**config.mk**
```make
export PLATFORM = sky130hd
export DESIGN_NAME = tree_path_matcher
export DESIGN_NICKNAME = d
export VERILOG_FILES = /design/src/rtl/tree_pkg.sv /design/src/rtl/tree_path_entry_cmp.sv /design/src/rtl/tree_path_matcher.sv
export SDC_FILE = /design/constraint.sdc
export NUM_CORES = 1
export LEC_CHECK = 0
export CORE_UTILIZATION = 40
export DETAILED_ROUTE_END_ITERATION = 7
export GPL_ROUTABILITY_DRIVEN = 1
export PLACE_DENSITY = 0.64
export SLEW_MARGIN = 10
export SYNTH_ARGS = -nofsm -noshare
export SYNTH_HDL_FRONTEND = slang
export SYNTH_HIERARCHICAL = 1
export SYNTH_SLANG_ARGS = --single-unit
```
**constraint.sdc**
```tcl
create_clock -name clk -period 4.4 [get_ports clk]
set_input_delay 0.44 -clock clk [delete_from_list [all_inputs] [get_ports clk]]
set_output_delay 0.44 -clock clk [all_outputs]
set_load 0.01 [all_outputs]
```
**src/rtl/tree_pkg.sv**
```systemverilog
// Shared types and constants for the message-tree path matcher.
// Holds the sizing constants, identifier/path/entry types, the op encoding,
// the result payload and a small default table (Person, PhoneNumber).
package tree_pkg;

    localparam int unsigned MAX_DEPTH   = 4;
    localparam int unsigned NUM_ENTRIES = 8;
    localparam int unsigned ID_W        = 5;
    localparam int unsigned DATA_W      = 4;
    localparam int unsigned IDX_W       = $clog2(NUM_ENTRIES);
    localparam int unsigned DEPTH_W     = $clog2(MAX_DEPTH + 1);
    localparam int unsigned LVL_W       = (MAX_DEPTH > 1) ? $clog2(MAX_DEPTH) : 1;
    localparam int unsigned PATH_W      = MAX_DEPTH * ID_W;

    typedef logic [ID_W-1:0]          identifier_t;
    typedef identifier_t [MAX_DEPTH-1:0] path_t;   // level 0 (root) in the low bits
    typedef logic [DEPTH_W-1:0]       depth_t;
    typedef logic [IDX_W-1:0]         idx_t;
    typedef logic [DATA_W-1:0]        data_t;

    typedef enum logic [1:0] {
        OP_PUSH  = 2'd0,
        OP_POP   = 2'd1,
        OP_CLEAR = 2'd2,
        OP_RSVD  = 2'd3
    } tree_op_t;

    typedef struct packed {
        logic   valid;
        depth_t depth;
        path_t  path;
        data_t  data;
    } entry_t;

    // Lookup result as presented to the field handlers.
    typedef struct packed {
        logic   hit;
        idx_t   idx;
        data_t  data;
        depth_t depth;
        logic   err;
    } result_t;

    // Default table contents: Person = {1}, Person.PhoneNumber = {1,4}.
    localparam identifier_t ID_PERSON         = ID_W'(1);
    localparam identifier_t ID_PHONE_NUMBER   = ID_W'(4);
    localparam data_t       DATA_PERSON       = DATA_W'(0);
    localparam data_t       DATA_PHONE_NUMBER = DATA_W'(1);

    // A depth of zero marks the entry invalid.
    function automatic entry_t make_entry(input path_t p, input depth_t d, input data_t x);
        entry_t e;
        e.valid = (d != '0);
        e.depth = d;
        e.path  = p;
        e.data  = x;
        return e;
    endfunction

endpackage

```
**src/rtl/tree_path_entry_cmp.sv**
```systemverilog
// Combinational compare of one dependency-table entry against the current stack.
// Ports: entry (table entry), stack (current path), depth (current stack depth),
//        hit_c (entry matches the full root-to-node path).
module tree_path_entry_cmp
    import tree_pkg::*;
(
    input  entry_t                entry,
    input  path_t                 stack,
    input  logic [DEPTH_W-1:0]    depth,
    output logic                  hit_c
);

    logic levels_ok;

    // Only levels below the current depth take part; deeper stack slots are stale.
    always_comb begin
        levels_ok = 1'b1;
        for (int unsigned i = 0; i < MAX_DEPTH; i++) begin
            if ((DEPTH_W'(i) < depth) && (entry.path[i] != stack[i])) begin
                levels_ok = 1'b0;
            end
        end
        hit_c = entry.valid && (entry.depth == depth) && (depth != '0) && levels_ok;
    end

endmodule

```
**src/rtl/tree_path_matcher.sv**
```systemverilog
// Tracks the position in a message tree as a stack of field identifiers and,
// after every PUSH/POP, looks the root-to-node path up in a runtime-loaded table.
// Ports:
//   clk, rst_n                 clock, synchronous active-low reset
//   in_valid/in_ready          op handshake; in_op = PUSH/POP/CLEAR, in_id for PUSH
//   cfg_we/idx/path/depth/data table write port (depth 0 invalidates)
//   out_valid/out_ready        result handshake; out_hit/idx/data/depth/err payload
//   err_overflow/err_underflow sticky error flags, cleared by CLEAR
// Pipeline: accept (stack update) -> S1 registered per-entry compare -> S2 encode/select.
module tree_path_matcher
    import tree_pkg::*;
(
    input  logic                clk,
    input  logic                rst_n,
    input  logic                in_valid,
    output logic                in_ready,
    input  logic [1:0]          in_op,
    input  logic [ID_W-1:0]     in_id,
    input  logic                cfg_we,
    input  logic [IDX_W-1:0]    cfg_idx,
    input  logic [PATH_W-1:0]   cfg_path,
    input  logic [DEPTH_W-1:0]  cfg_depth,
    input  logic [DATA_W-1:0]   cfg_data,
    output logic                out_valid,
    input  logic                out_ready,
    output logic                out_hit,
    output logic [IDX_W-1:0]    out_idx,
    output logic [DATA_W-1:0]   out_data,
    output logic [DEPTH_W-1:0]  out_depth,
    output logic                out_err,
    output logic                err_overflow,
    output logic                err_underflow
);

    entry_t                 table_q [NUM_ENTRIES];
    path_t                  stack_q, stack_d;
    depth_t                 depth_q, depth_d;

    logic                   s0_valid_q, s0_err_q;
    logic                   s0_valid_d, s0_err_d;
    logic                   s1_valid_q, s1_err_q;
    depth_t                 s1_depth_q;
    logic [NUM_ENTRIES-1:0] s1_hits_q;
    logic [NUM_ENTRIES-1:0] hits_c;

    logic                   out_valid_q;
    result_t                res_q;

    logic                   s2_ready, accept;
    logic                   set_ovf, set_unf, clr_err;
    logic                   enc_hit;
    idx_t                   enc_idx;

    // S2 can load when empty or draining; S0/S1 advance together with in_ready.
    assign s2_ready = !out_valid_q || out_ready;
    assign in_ready = !s1_valid_q || s2_ready;
    assign accept   = in_valid && in_ready;

    // Op decode and next stack state.
    always_comb begin
        stack_d    = stack_q;
        depth_d    = depth_q;
        s0_valid_d = 1'b0;
        s0_err_d   = 1'b0;
        set_ovf    = 1'b0;
        set_unf    = 1'b0;
        clr_err    = 1'b0;
        if (accept) begin
            case (tree_op_t'(in_op))
                OP_PUSH: begin
                    s0_valid_d = 1'b1;
                    if (depth_q == DEPTH_W'(MAX_DEPTH)) begin
                        s0_err_d = 1'b1;
                        set_ovf  = 1'b1;
                    end else begin
                        stack_d[depth_q[LVL_W-1:0]] = in_id;
                        depth_d = depth_q + DEPTH_W'(1);
                    end
                end
                OP_POP: begin
                    s0_valid_d = 1'b1;
                    if (depth_q == '0) begin
                        s0_err_d = 1'b1;
                        set_unf  = 1'b1;
                    end else begin
                        depth_d = depth_q - DEPTH_W'(1);
                    end
                end
                default: begin
                    // CLEAR and the reserved code: reset position, no result.
                    depth_d = '0;
                    clr_err = 1'b1;
                end
            endcase
        end
    end

    // One comparator per table entry against the post-op stack.
    for (genvar g = 0; g < NUM_ENTRIES; g++) begin : g_cmp
        tree_path_entry_cmp u_cmp (
            .entry (table_q[g]),
            .stack (stack_q),
            .depth (depth_q),
            .hit_c (hits_c[g])
        );
    end

    // Lowest matching index wins.
    always_comb begin
        enc_hit = 1'b0;
        enc_idx = '0;
        for (int i = int'(NUM_ENTRIES) - 1; i >= 0; i--) begin
            if (s1_hits_q[i]) begin
                enc_hit = 1'b1;
                enc_idx = IDX_W'(i);
            end
        end
    end

    // Dependency table.
    always_ff @(posedge clk) begin
        if (!rst_n) begin
            for (int i = 0; i < int'(NUM_ENTRIES); i++) begin
                table_q[i] <= '0;
            end
        end else if (cfg_we) begin
            table_q[cfg_idx] <= make_entry(path_t'(cfg_path), cfg_depth, cfg_data);
        end
    end

    // Stack and sticky errors.
    always_ff @(posedge clk) begin
        if (!rst_n) begin
            stack_q       <= '0;
            depth_q       <= '0;
            err_overflow  <= 1'b0;
            err_underflow <= 1'b0;
        end else begin
            stack_q <= stack_d;
            depth_q <= depth_d;
            if (clr_err) begin
                err_overflow  <= 1'b0;
                err_underflow <= 1'b0;
            end else begin
                if (set_ovf) err_overflow  <= 1'b1;
                if (set_unf) err_underflow <= 1'b1;
            end
        end
    end

    // S0 (pending lookup) and S1 (registered compare vector).
    always_ff @(posedge clk) begin
        if (!rst_n) begin
            s0_valid_q <= 1'b0;
            s0_err_q   <= 1'b0;
            s1_valid_q <= 1'b0;
            s1_err_q   <= 1'b0;
            s1_depth_q <= '0;
            s1_hits_q  <= '0;
        end else if (in_ready) begin
            s0_valid_q <= s0_valid_d;
            s0_err_q   <= s0_err_d;
            s1_valid_q <= s0_valid_q;
            s1_err_q   <= s0_err_q;
            s1_depth_q <= depth_q;
            // An erroring op must never report a hit, even if the unchanged stack matches.
            s1_hits_q  <= s0_err_q ? '0 : hits_c;
        end
    end

    // S2 output register, held under backpressure.
    always_ff @(posedge clk) begin
        if (!rst_n) begin
            out_valid_q <= 1'b0;
            res_q       <= '0;
        end else if (s2_ready) begin
            out_valid_q <= s1_valid_q;
            if (s1_valid_q) begin
                res_q.hit   <= enc_hit;
                res_q.idx   <= enc_idx;
                res_q.data  <= enc_hit ? table_q[enc_idx].data : '0;
                res_q.depth <= s1_depth_q;
                res_q.err   <= s1_err_q;
            end
        end
    end

    assign out_valid = out_valid_q;
    assign out_hit   = res_q.hit;
    assign out_idx   = res_q.idx;
    assign out_data  = res_q.data;
    assign out_depth = res_q.depth;
    assign out_err   = res_q.err;

endmodule

```
== Word level (Yosys, flattened, before mapping) ==
Memories as Yosys holds them, arrays and structs flattened.
Cells that the tools add are included.

* Flip-flop bits (word level): 53
* Memories: 1
* Logic and storage cells: 221
* Input port bits: 42
* Bits in writable memories: 224
* Output and inout port bits: 16

* Bitwise gates (word level): 2
* Reductions and logical operators: 72
* Mux-type cells: 75
* Equality and inequality tests: 44
* Order comparisons: 6
* $add $sub $neg: 2

{| class="wikitable"
|+ Memory list
! memory !! depth !! bits a word !! rd ports !! clocked after memory_dff !! wr ports !! line !! source
|-
| table_q || 8 || 28 || 9 || 0 || 8 || tree_path_matcher.sv:35 || <nowiki>entry_t table_q [NUM_ENTRIES];</nowiki>
|}

{| class="wikitable"
|+ Operators by type and width
! cell !! number
|-
| != test 5 bit || 32
|-
| logical AND 1 bit || 58
|-
| 2-to-1 mux 1 bit || 56
|-
| 2-to-1 mux 3 bit || 11
|-
| 2-to-1 mux 28 bit || 1
|-
| OR reduction 28 bit || 1
|-
| == test 3 bit || 8
|-
| bitwise mux 20 bit || 1
|-
| demux 5 bit (select 2 bit) || 1
|-
| 2-to-1 mux 8 bit || 1
|-
| < comparator 1 x 3 -> 1 bit (first input constant) || 2
|-
| < comparator 2 x 3 -> 1 bit (first input constant) || 2
|-
| one-hot mux 3 bit (2 select lines) || 1
|-
| AND reduction 3 bit || 2
|-
| nonzero test 3 bit || 2
|-
| 2-to-1 mux 5 bit || 1
|-
| 2-to-1 mux 4 bit || 1
|-
| != test 2 bit (second input constant) || 2
|-
| OR reduction 2 bit || 2
|-
| adder 3 x 1 -> 3 bit (second input constant) || 1
|-
| == test 3 bit (second input constant) || 1
|-
| zero test 3 bit || 1
|-
| < comparator 2 x 3 -> 1 bit (second input constant) || 1
|-
| subtractor 3 x 1 -> 3 bit (second input constant) || 1
|-
| other kinds (8) || 11
|}

== Depth between registers and ports, before layout ==
Gate-level depths: netlist of run 1.
An unclocked memory read counts as a cell.

* Depth in word-level cells: 10
* Mapped depth: 8
* Mapped depth without buffers: 7

== Modules after synthesis ==
The synthesis of run 1 kept the hierarchy.

{| class="wikitable"
|+ By module, submodules not included
! module !! times used !! area an instance (µm²) !! cells each !! seq. area each (µm²)
|-
| tree_path_matcher || 1 || 10,801.6 || 784 || 7,787.5
|-
| tree_path_entry_cmp || 8 || 319.1 || 38 || 0.0
|}

== Least setup slack after synthesis of run 1 ==
OpenSTA, ideal clock, no wires.

* Path kind: input to register
* Start point: input rst_n
* End point: memory table_q[4][0] in the netlist's numbering, enable pin
* Path slack: 1,014 ps
* Library setup time: 452 ps
* Stages: 4
* Data required time: 3,948 ps
* Data arrival time: 2,934 ps
* Path buffers: 2
* Cells stage by stage: buf_2 > nand3b_1 > clkbuf_1 > o21ai_0

{| class="wikitable"
|+ RTL lines
! what !! line !! source
|-
| start, declared || tree_path_matcher.sv:14 || <nowiki>input logic rst_n,</nowiki>
|-
| end, declared || tree_path_matcher.sv:35 ||
|}

== Final worst setup path of run 1 ==
* Start point: register stack_q[5] in the netlist's numbering
* End point: register s1_hits_q[3]

* Longest elaborated chain between the ends: 7

{| class="wikitable"
|+ RTL lines
! what !! line !! source
|-
| start, declared || tree_path_matcher.sv:36 || <nowiki>path_t stack_q, stack_d;</nowiki>
|-
| start signal, assigned || tree_path_matcher.sv:139 || <nowiki>stack_q <= stack_d;</nowiki>
|-
| != test 5 bit || tree_path_entry_cmp.sv:19 || <nowiki>if ((DEPTH_W'(i) < depth) && (entry.path[i] != stack[i])) begin</nowiki>
|-
| logical AND 1 bit || tree_path_entry_cmp.sv:19 ||
|-
| 2-to-1 mux 1 bit (3 in a row) || tree_path_entry_cmp.sv:19 ||
|-
| logical AND 1 bit || tree_path_entry_cmp.sv:23 || <nowiki>hit_c = entry.valid && (entry.depth == depth) && (depth != '0) && levels_ok;</nowiki>
|-
| net hits_c[3] || tree_path_matcher.sv:44 || <nowiki>logic [NUM_ENTRIES-1:0] hits_c;</nowiki>
|-
| 2-to-1 mux 8 bit || tree_path_matcher.sv:167 || <nowiki>s1_hits_q <= s0_err_q ? '0 : hits_c;</nowiki>
|-
| end signal, assigned || tree_path_matcher.sv:167 ||
|-
| end, declared || tree_path_matcher.sv:43 || <nowiki>logic [NUM_ENTRIES-1:0] s1_hits_q;</nowiki>
|}

The timed path passes the listed nets, and every way through them passes these cells.
A chain may end at the register's enable or synchronous reset.

==> summary.md, run 1 <==
| Metric | Value |
|---|---|
| Status | `finished, final reports clean` |
| Layout Nets | `between 1000 and 1500` |
| Net load switching power | `around 1.4 mW` |
| CTS sink cnt | `277` |
| Peak supply drop | `0.2747 mV` |
| WP buf/inv | `0` |
| WHS | `0.4556 ns` |
| Clock Skew | `approximately 0.011 ns` |
| Flop pwr share | `between 50% and 60%` |
| Slew @ Worst Pin | `~1.1 ns` |
| Clock transition at path regs | `0.06 ns` |
| Largest net degree at the start of global routing | `48` |
| Crit end category | `register` |
| Placed wire-length estimate | `21490 um` |
| Commonest non-fill, non-tap cell in the layout | `edfxtp_1` |
| Post-CTS Setup Inserts | `0` |
| Final-report hold violation count | `0` |
| GRT Max-Usage Layer | `met2` |
| Total routed wirelength | `32090 um` |
| Internal | `4.701 mW` |
| Setup TNS Final | `0 ns` |
| H-tree Lvls | `1` |
| CP Data Arrival Time | `roughly 3.4 ns` |
| DRT iter0 DRCs | `631` |
| Die Ht | `184.7 um` |
| TritonCTS clock tree | `built` |
| Share of the synthesized area in the top cell type | `roughly half` |
| Post-CTS Resized | `0` |
| Met3 usage | `2.529%` |
| Cells after synthesis | `1088` |
| Minimum clock period | `2.941 ns` |
| Slowest cell on crit path | `dfxtp_1` |
| Hold Buf Count CTS | `0` |
| Via count | `8340` |
| Vias in the first global route | `a little over 8000` |
| Combinational Power Share | `6.8%` |
| Width of the die | `184.7 um` |
| Period Utilization, post-route | `66.84%` |
| Largest area contributor in the netlist | `edfxtp_1` |
| Pwr dens | `390.6 nW/um^2` |
| Die area | `roughly 34000 sq um` |
| Gp weighted congestion | `0.8108` |
| Post-synth EDFFs | `roughly 220` |
| Tot Pwr | `6.091 mW` |
| CTS Root Buffer Type | `clkbuf_16` |
| CP cell instances | `xor2_1 > nor3_2 > nand3_1 > or4_1 > a2111oi_2 > nand3b_1 > a21oi_1` |
| Largest stage delay, worst path | `0.65 ns` |
| Clk_lat worst skew | `about 0.56 ns` |
| First-pass GRT wire length | `a little under 50000 um` |
| Met1 Usage GRT | `26.26%` |
| Remaining Overflow, GRT | `0` |
| WL/cell | `between 15 and 20 um` |
| Worst min path class | `register to register` |
| P&R area growth vs syn | `16.76%` |
| Ratio of cells with drive above 1 in the final layout | `about 11%` |
| WS Path Type | `register to register` |
| Warnings, synthesis | `6` |
| Total of max-cap violations | `0` |
| Crit start category | `register` |
| Sw Share | `22.82%` |
| Async SR Flop Fraction | `0%` |
| Met2 Resource Use GR | `33.03%` |
| GRT Total Usage | `19.36%` |
| Final setup fails | `0` |
| Largest delay share family, worst path | `simple AND/OR/NAND/NOR gates` |
| Initial Utilization | `40.84%` |
| First-pass iteration count of the detailed router | `7` |
| RSZ-0062 raised after global routing | `false` |
| CTS buffer count | `31` |
| Pins Over Slew Limit | `0` |
| I/O pins | `58` |
| Ys flop type | `edfxtp_1` |
| Clock Power Share | `~43%` |
| Sequential cell area fraction in the yosys report | `just under 60%` |
| Core Rows | `66` |
| Crit path required time | `4.88 ns` |
| Vias per cell | `5.135` |
| Post-route ant nets | `0` |
| Top post-synthesis cells by area | `edfxtp_1 (50%), and2_1 (10%), dfxtp_1 (7.9%)` |
| Synthesized area per cell | `12.27 sq um` |
| Leak | `~5.4 nW` |
| Post-Syn Area | `13350 sq um` |
| #FFs+latches synth | `277` |
| PortBufs | `57` |
| Max Clk Rate | `0.3400 GHz` |
| Max FO, Critical Path | `9` |
| Maximum clock path buffer count | `3` |
| Syn_nets | `roughly 1100` |
| DRC errors left | `0` |
| ANT cells | `0` |
| Core area | `32700 sq um` |
| Antenna violations before repair | `0` |
| Yosys cell types | `61` |
| Headroom to the max-slew limit | `between 20% and 30%` |
| Most frequent cells in the layout | `edfxtp_1 (224), and2_1 (218), xor2_1 (88), xnor2_1 (82), nor2_1 (59)` |
-- through the flow --
step / util [%] / setup WS [ns] / instances / cell area, sq um
after floorplan: - / 1.014 / 1088 / 13350
after global placement: 44.48 / 1.134 / 1566 / 14540
after detailed placement: 44.48 / 1.043 / 1566 / 14540
after CTS: 47.68 / 1.435 / 1624 / 15590
after global routing: 47.68 / 1.273 / 1624 / 15590
final: 47.68 / 1.459 / 1624 / 15590
-- cell families (layout without fill, tap and decap cells) --
kind of cell	count (synthesis)	count (layout)	synth area share, %
muxes	24	24	1.855
and+or+nand+nor	450	450	19.16
AOI/OAI and AO/OA	115	115	6.475
buffers and inverters	43	137	1.246
DFF	277	277	58.32
xor gates and xnor gates	178	178	12.80
adders and majority gates	1	1	0.1499
-- worst min-delay path: cells and delay by family (launching register included) --
kind,cells,cell delay [ns]
DFF,1,0.31
AOI/OAI and AO/OA,1,0.05
and+or+nand+nor,1,0.05
-- Yosys cell counts (all sizes together), types with 19 or more instances --
master	instances
nor3	44
nand2	40
nand3	23
clkbuf	32
dfxtp	53
xnor2	82
edfxtp	224
a21oi	34
and2	218
nor2	69
xor2	96
mux2i	21
a31oi	19
-- power by group through the flow --
| stage | clock (mW) | combinational (mW) | sequential, mW |
|---|---|---|---|
| floorplan | 0 | 0.238 | 3.10 |
| detailed placement | 0 | 0.415 | 3.11 |
| global placement | 0 | 0.408 | 3.11 |
| CTS | 2.67 | 0.417 | 3.06 |
| global route | 2.76 | 0.448 | 3.07 |
| finish | 2.62 | 0.413 | 3.06 |
-- final timing paths --
| kind | startpoint | end | slack (ns) | cells past startpoint |
|---|---|---|---|---|
| worst max-delay path | stack_q[5] | s1_hits_q[3] | 1.46 | 7 |
| worst min-delay path | out_err | out_err | 0.46 | 2 |
| worst max register to register | stack_q[5] | s1_hits_q[3] | 1.46 | 7 |
| worst min register to register | out_err | out_err | 0.46 | 2 |
-- flip-flops by register name (all words and copies together) (netlist names), 3 cells and up --
signal	flops
depth_q	3
out_data	4
out_depth	3
out_idx	3
s1_depth_q	3
s1_hits_q	8
stack_q	20
table_q	224
-- metal layers --
metal	routed length, um	vias up
li1	-	3988
met1	14460	4125
met2	15790	187
met3	1277	40
met4	562	0
met5	0	-
-- area by class of cell --
class	count	area, sq um
inverter	9	35.03
fill	2960	17110
timing repair buffer	70	668.1
clock buffer	38	854.6
sequential	277	7790
tap	442	553.0
multi-input combinational	768	5498
clock inverter	20	193.9
Note: power is estimated with default switching activity, not from simulation.
==> run 2: changes to the inputs <==
Clock period 4.4 ns to 3 ns, I/O delays scaled along.
==> summary.md, run 2 (synthesis results as in run 1) <==
| Metric | Value |
|---|---|
| Remaining Overflow, GRT | `0` |
| Sw Share | `22.98%` |
| First-pass iteration count of the detailed router | `5` |
| Crit path required time | `3.48 ns` |
| Period Utilization, post-route | `93.70%` |
| Most frequent cells in the layout | `edfxtp_1 (224), and2_1 (218), xor2_1 (88), xnor2_1 (82), nor2_1 (59)` |
| TritonCTS clock tree | `built` |
| Antenna violations before repair | `1` |
| Vias in the first global route | `8261` |
| Initial Utilization | `40.84%` |
| H-tree Lvls | `1` |
| P&R area growth vs syn | `17.16%` |
| WS Path Type | `register to register` |
| Total routed wirelength | `34230 um` |
| Filler cells | `roughly 2900` |
| CP Capture Point | `s1_hits_q[2]` |
| Worst reg2reg startpoint | `stack_q[5]` |
| Area of the multi-input gates | `between 5000 and 6000 sq um` |
| RSZ-0062 raised after global routing | `false` |
| CTS Root Buffer Type | `clkbuf_16` |
| Total of max-cap violations | `0` |
| Core area | `32700 sq um` |
| Internal | `~6.6 mW` |
| Pwr dens | `550.7 nW/um^2` |
| Ratio of cells with drive above 1 in the final layout | `about an eighth` |
| DRT iter0 DRCs | `~640` |
| Clock transition at path regs | `0.06 ns` |
| Post-route ant nets | `0` |
| Net load switching power | `1.980 mW` |
| Gp weighted congestion | `0.8574` |
| Maximum clock path buffer count | `3` |
| Clock Power Share | `40.6%` |
| Headroom to the max-slew limit | `between 40% and 50%` |
| Core Rows | `66` |
| Sequential Area | `7790 sq um` |
| Max FO, Critical Path | `9` |
| CP Data Arrival Time | `3.29 ns` |
| DRC errors left | `0` |
| Critical R2R Capture | `s1_hits_q[2]` |
| Clk_lat worst skew | `0.55 ns` |
| Vias per cell | `5.204` |
| Worst min path class | `register to register` |
| Biggest regs | `table_q x224, stack_q x20, s1_hits_q x8` |
| Final-report hold violation count | `0` |
| CTS buffer count | `31` |
| Clock Skew | `0.01628 ns` |
| R2R depth | `7` |
| Hold Buf Count CTS | `0` |
| Via count | `8529` |
| Combinational Power Share | `7.4%` |
| Commonest non-fill, non-tap cell in the layout | `edfxtp_1` |
| Crit start category | `register` |
| Reg-to-reg setup timing slack | `0.19 ns` |
| Largest net degree at the start of global routing | `48` |
| Post-Layout Inst Area | `15650 sq um` |
| Critical path origin | `stack_q[5]` |
| Crit end category | `register` |
| Pins Over Slew Limit | `0` |
| Die area | `34120 sq um` |
| Peak supply drop | `0.4098 mV` |
| Placed cell area | `14700 sq um` |
| Die Ht | `around 180 um` |
| Max Clk Rate | `0.3557 GHz` |
| Slew @ Worst Pin | `0.8538 ns` |
| Util after Layout | `47.84%` |
| GRT Total Usage | `20.37%` |
| Post-placement cell count | `1582` |
| Status | `finished, final reports clean` |
| WL/cell | `~21 um` |
| I/O pins | `58` |
| Max reg flops | `approximately 220` |
| Width of the die | `184.7 um` |
| CTS sink cnt | `277` |
| Final Non-Filler Cells | `1639` |
| Final setup fails | `0` |
| Setup TNS Final | `0 ns` |
| Leak | `5.478 nW` |
| PortBufs | `57` |
| Placed wire-length estimate | `~22000 um` |
| Flop pwr share | `52.0%` |
| WHS | `0.4519 ns` |
| ANT cells | `0` |
| Top reg by flops | `table_q` |
| Post-CTS Setup Inserts | `0` |
| Minimum clock period | `2.811 ns` |
| First-pass GRT wire length | `50890 um` |
| Post-CTS Resized | `0` |
| Layout Nets | `1216` |
run 2: worst min-delay path by stage:
stage                        from            to  slack [ns]  cells after the start
floorplan           s1_depth_q[0]  out_depth[0]        0.43                      2
global route        s1_depth_q[0]  out_depth[0]        0.47                      2
global placement         s1_err_q       out_err        0.45                      2
detailed placement       s1_err_q      s1_err_q        0.45                      2
finish                   s1_err_q      s1_err_q        0.45                      2
CTS                      s1_err_q      s1_err_q        0.45                      2
run 2: area by class of cell:
type	count	area share [%]
multi-input combinational	768	35.14
tap	442	3.535
sequential	277	49.79
inverter	9	0.2239
clock inverter	13	0.4399
clock buffer	44	5.590
timing repair buffer	86	5.278
run 2: routing by layer:
| metal | share of wire, % | wire length, um | global-route usage (%) | up-vias |
|---|---|---|---|---|
| li1 | - | - | - | 4011 |
| met4 | 2.3 | 797 | 5.521 | 2 |
| met3 | 6.3 | 2173 | 3.596 | 57 |
| met1 | 44 | 15200 | 27.65 | 4204 |
| met5 | 0.032 | 11 | 0 | - |
| met2 | 47 | 16050 | 33.45 | 255 |
run 2: worst max-delay path, stage by stage, from the launching register on:
cell and delay [ns]:
dfxtp_1 0.68, xor2_1 0.16, nor3_2 0.20, nand3_1 0.16, or4_1 0.59, a2111oi_2 0.64
nand3b_1 0.16, a21oi_1 0.16
run 2: power groups by stage:
stage | registers, mW | logic (mW) | clock network (mW)
after floorplan | 4.55 | 0.349 | 0
after global placement | 4.55 | 0.633 | 0
after detailed placement | 4.56 | 0.640 | 0
after CTS | 4.48 | 0.642 | 3.56
after global routing | 4.50 | 0.693 | 3.71
final | 4.48 | 0.639 | 3.50
run 2: metrics by stage:
stage	setup WS [ns]	power, mW
floorplan	-0.2457	4.897
global route	0.05006	8.902
CTS	0.1894	8.686
global placement	0.2151	5.187
finish	0.1890	8.615
detailed placement	0.2056	5.202
==> run 3: changes to the inputs <==
Settings changed: PLACE_DENSITY 0.64 to 0.65.
==> summary.md, run 3 (synthesis results as in run 1) <==
| Metric | Value |
|---|---|
| Status | `finished, final reports clean` |
| DRC errors left | `0` |
| Post-CTS Resized | `0` |
| Top reg by flops | `table_q` |
| Maximum clock path buffer count | `3` |
| Width of the die | `184.7 um` |
| Post-CTS Setup Inserts | `0` |
| Final worst setup slack | `0.2291 ns` |
| Net load switching power | `around 2 mW` |
| Max reg flops | `~220` |
| Largest net degree at the start of global routing | `48` |
| Worst Hold Endpoint | `out_depth[0]` |
| Gp weighted congestion | `0.8615` |
| Clk_lat worst skew | `0.55 ns` |
| Setup TNS Final | `0 ns` |
| Leak | `roughly 5.5 nW` |
| RSZ-0062 raised after global routing | `false` |
| Critical R2R Capture | `s1_hits_q[7]` |
| Headroom to the max-slew limit | `44.21%` |
| Post-Layout Inst Area | `15760 sq um` |
| WS Path Type | `register to register` |
| Initial Utilization | `40.84%` |
| Period Utilization, post-route | `92.36%` |
| Filler cells | `slightly below 3000` |
| ANT cells | `0` |
| R2R depth | `7` |
| Post-placement cell count | `approximately 1600` |
| Worst Hold Depth | `2` |
| Max FO, Critical Path | `9` |
| WL/cell | `a little over 20 um` |
| Flop pwr share | `50.4%` |
| Peak supply drop | `0.4706 mV` |
| Clock Skew | `roughly 0.014 ns` |
| CTS sink cnt | `between 200 and 300` |
| First-pass iteration count of the detailed router | `5` |
| Pins Over Slew Limit | `0` |
| Via count | `about 8500` |
| GRT Total Usage | `20.51%` |
| Commonest non-fill, non-tap cell in the layout | `edfxtp_1` |
| TritonCTS clock tree | `built` |
| Final Non-Filler Cells | `1642` |
| Final setup fails | `0` |
| Placed cell area | `approximately 15000 sq um` |
| Antenna violations before repair | `0` |
| Max Clk Rate | `0.3609 GHz` |
| Post-route ant nets | `0` |
| Vias in the first global route | `approximately 8500` |
| Core Rows | `66` |
| I/O pins | `58` |
| PortBufs | `57` |
| First-pass GRT wire length | `roughly 51000 um` |
| Reg-to-reg setup timing slack | `about 0.23 ns` |
| Combinational Power Share | `7.2%` |
| Most frequent cells in the layout | `edfxtp_1 (224), and2_1 (218), xor2_1 (88), xnor2_1 (82), nor2_1 (59)` |
| Die Ht | `around 180 um` |
| Vias per cell | `5.205` |
| CTS Root Buffer Type | `clkbuf_16` |
| H-tree Lvls | `1` |
| Setup slack at placement | `0.05673 ns` |
| Layout Nets | `between 1000 and 1500` |
| Total of max-cap violations | `0` |
| Ratio of cells with drive above 1 in the final layout | `13.00%` |
| Minimum clock period | `between 2 and 3 ns` |
| Hold Buf Count CTS | `0` |
| Clock transition at path regs | `0.06 ns` |
| Util after Layout | `48.20%` |
| Crit path required time | `3.47 ns` |
| Die area | `34120 sq um` |
| Pwr dens | `564.5 nW/um^2` |
| Internal | `6.897 mW` |
| DRT iter0 DRCs | `approximately 750` |
| Final-report hold violation count | `0` |
| Biggest regs | `table_q x224, stack_q x20, s1_hits_q x8` |
| Crit end category | `register` |
| P&R area growth vs syn | `18.04%` |
| Worst min path class | `register to register` |
| Slew @ Worst Pin | `0.8304 ns` |
| Tot Pwr | `around 8.9 mW` |
| Hold Path Origin | `s1_depth_q[0]` |
| CP Data Arrival Time | `3.24 ns` |
| Total routed wirelength | `34150 um` |
| Remaining Overflow, GRT | `0` |
| Sw Share | `22.48%` |
| Core area | `32700 sq um` |
| Crit start category | `register` |
| Clock Power Share | `42.4%` |
| CTS buffer count | `30` |
| Worst reg2reg startpoint | `stack_q[5]` |
| Placed wire-length estimate | `22260 um` |
| WHS | `0.4501 ns` |
## run 3: cell types whose count changed in the layout (fill, tap and decap cells not counted), sizes merged
| cell | delta |
|---|---|
| buf | +4 |
| bufinv | +1 |
| clkbuf | +3 |
| clkinv | -5 |
| clkinvlp | -1 |
| inv | +1 |
## run 3: layer usage
layer  global-route usage (%)  vias up  routed length, um
met3                    3.300       59               2137
met2                    34.01      252              16340
met1                    27.06     4220              14560
met4                    7.372        0               1120
li1                         -     4015                  -
met5                        0        -                  0
## run 3: power groups by stage
| stage | clock network (mW) | registers, mW | logic [mW] |
|---|---|---|---|
| global placement | 0 | 4.55 | 0.635 |
| floorplan | 0 | 4.55 | 0.349 |
| finish | 3.77 | 4.48 | 0.644 |
| CTS | 3.84 | 4.48 | 0.647 |
| detailed placement | 0 | 4.56 | 0.644 |
| global route | 3.99 | 4.50 | 0.695 |
## run 3: how the worst max path moves through the flow
stage	from	endpoint	depth (start not counted)
CTS	stack_q[5]	s1_hits_q[7]	7
detailed placement	stack_q[5]	s1_hits_q[7]	7
finish	stack_q[5]	s1_hits_q[7]	7
floorplan	rst_n	table_q[4][0]	4
global route	stack_q[5]	s1_hits_q[7]	7
global placement	stack_q[5]	s1_hits_q[7]	7
## run 3: cell type report
class | count | area [sq um] | area share, %
sequential | 277 | 7794 | 49.44
inverter | 9 | 35.03 | 0.2223
multi-input combinational | 768 | 5503 | 34.91
timing repair buffer | 90 | 843.3 | 5.350
clock inverter | 9 | 73.82 | 0.4683
clock buffer | 47 | 960.9 | 6.096
tap | 442 | 553.0 | 3.508
## run 3: worst max-delay path, stage by stage, from the launching register on
cell	delay, ns
dfxtp_2	0.51
xor2_1	0.14
nor3_2	0.22
nand3_1	0.23
or4_1	0.63
a2111oi_2	0.64
nand3b_1	0.14
a21oi_1	0.18
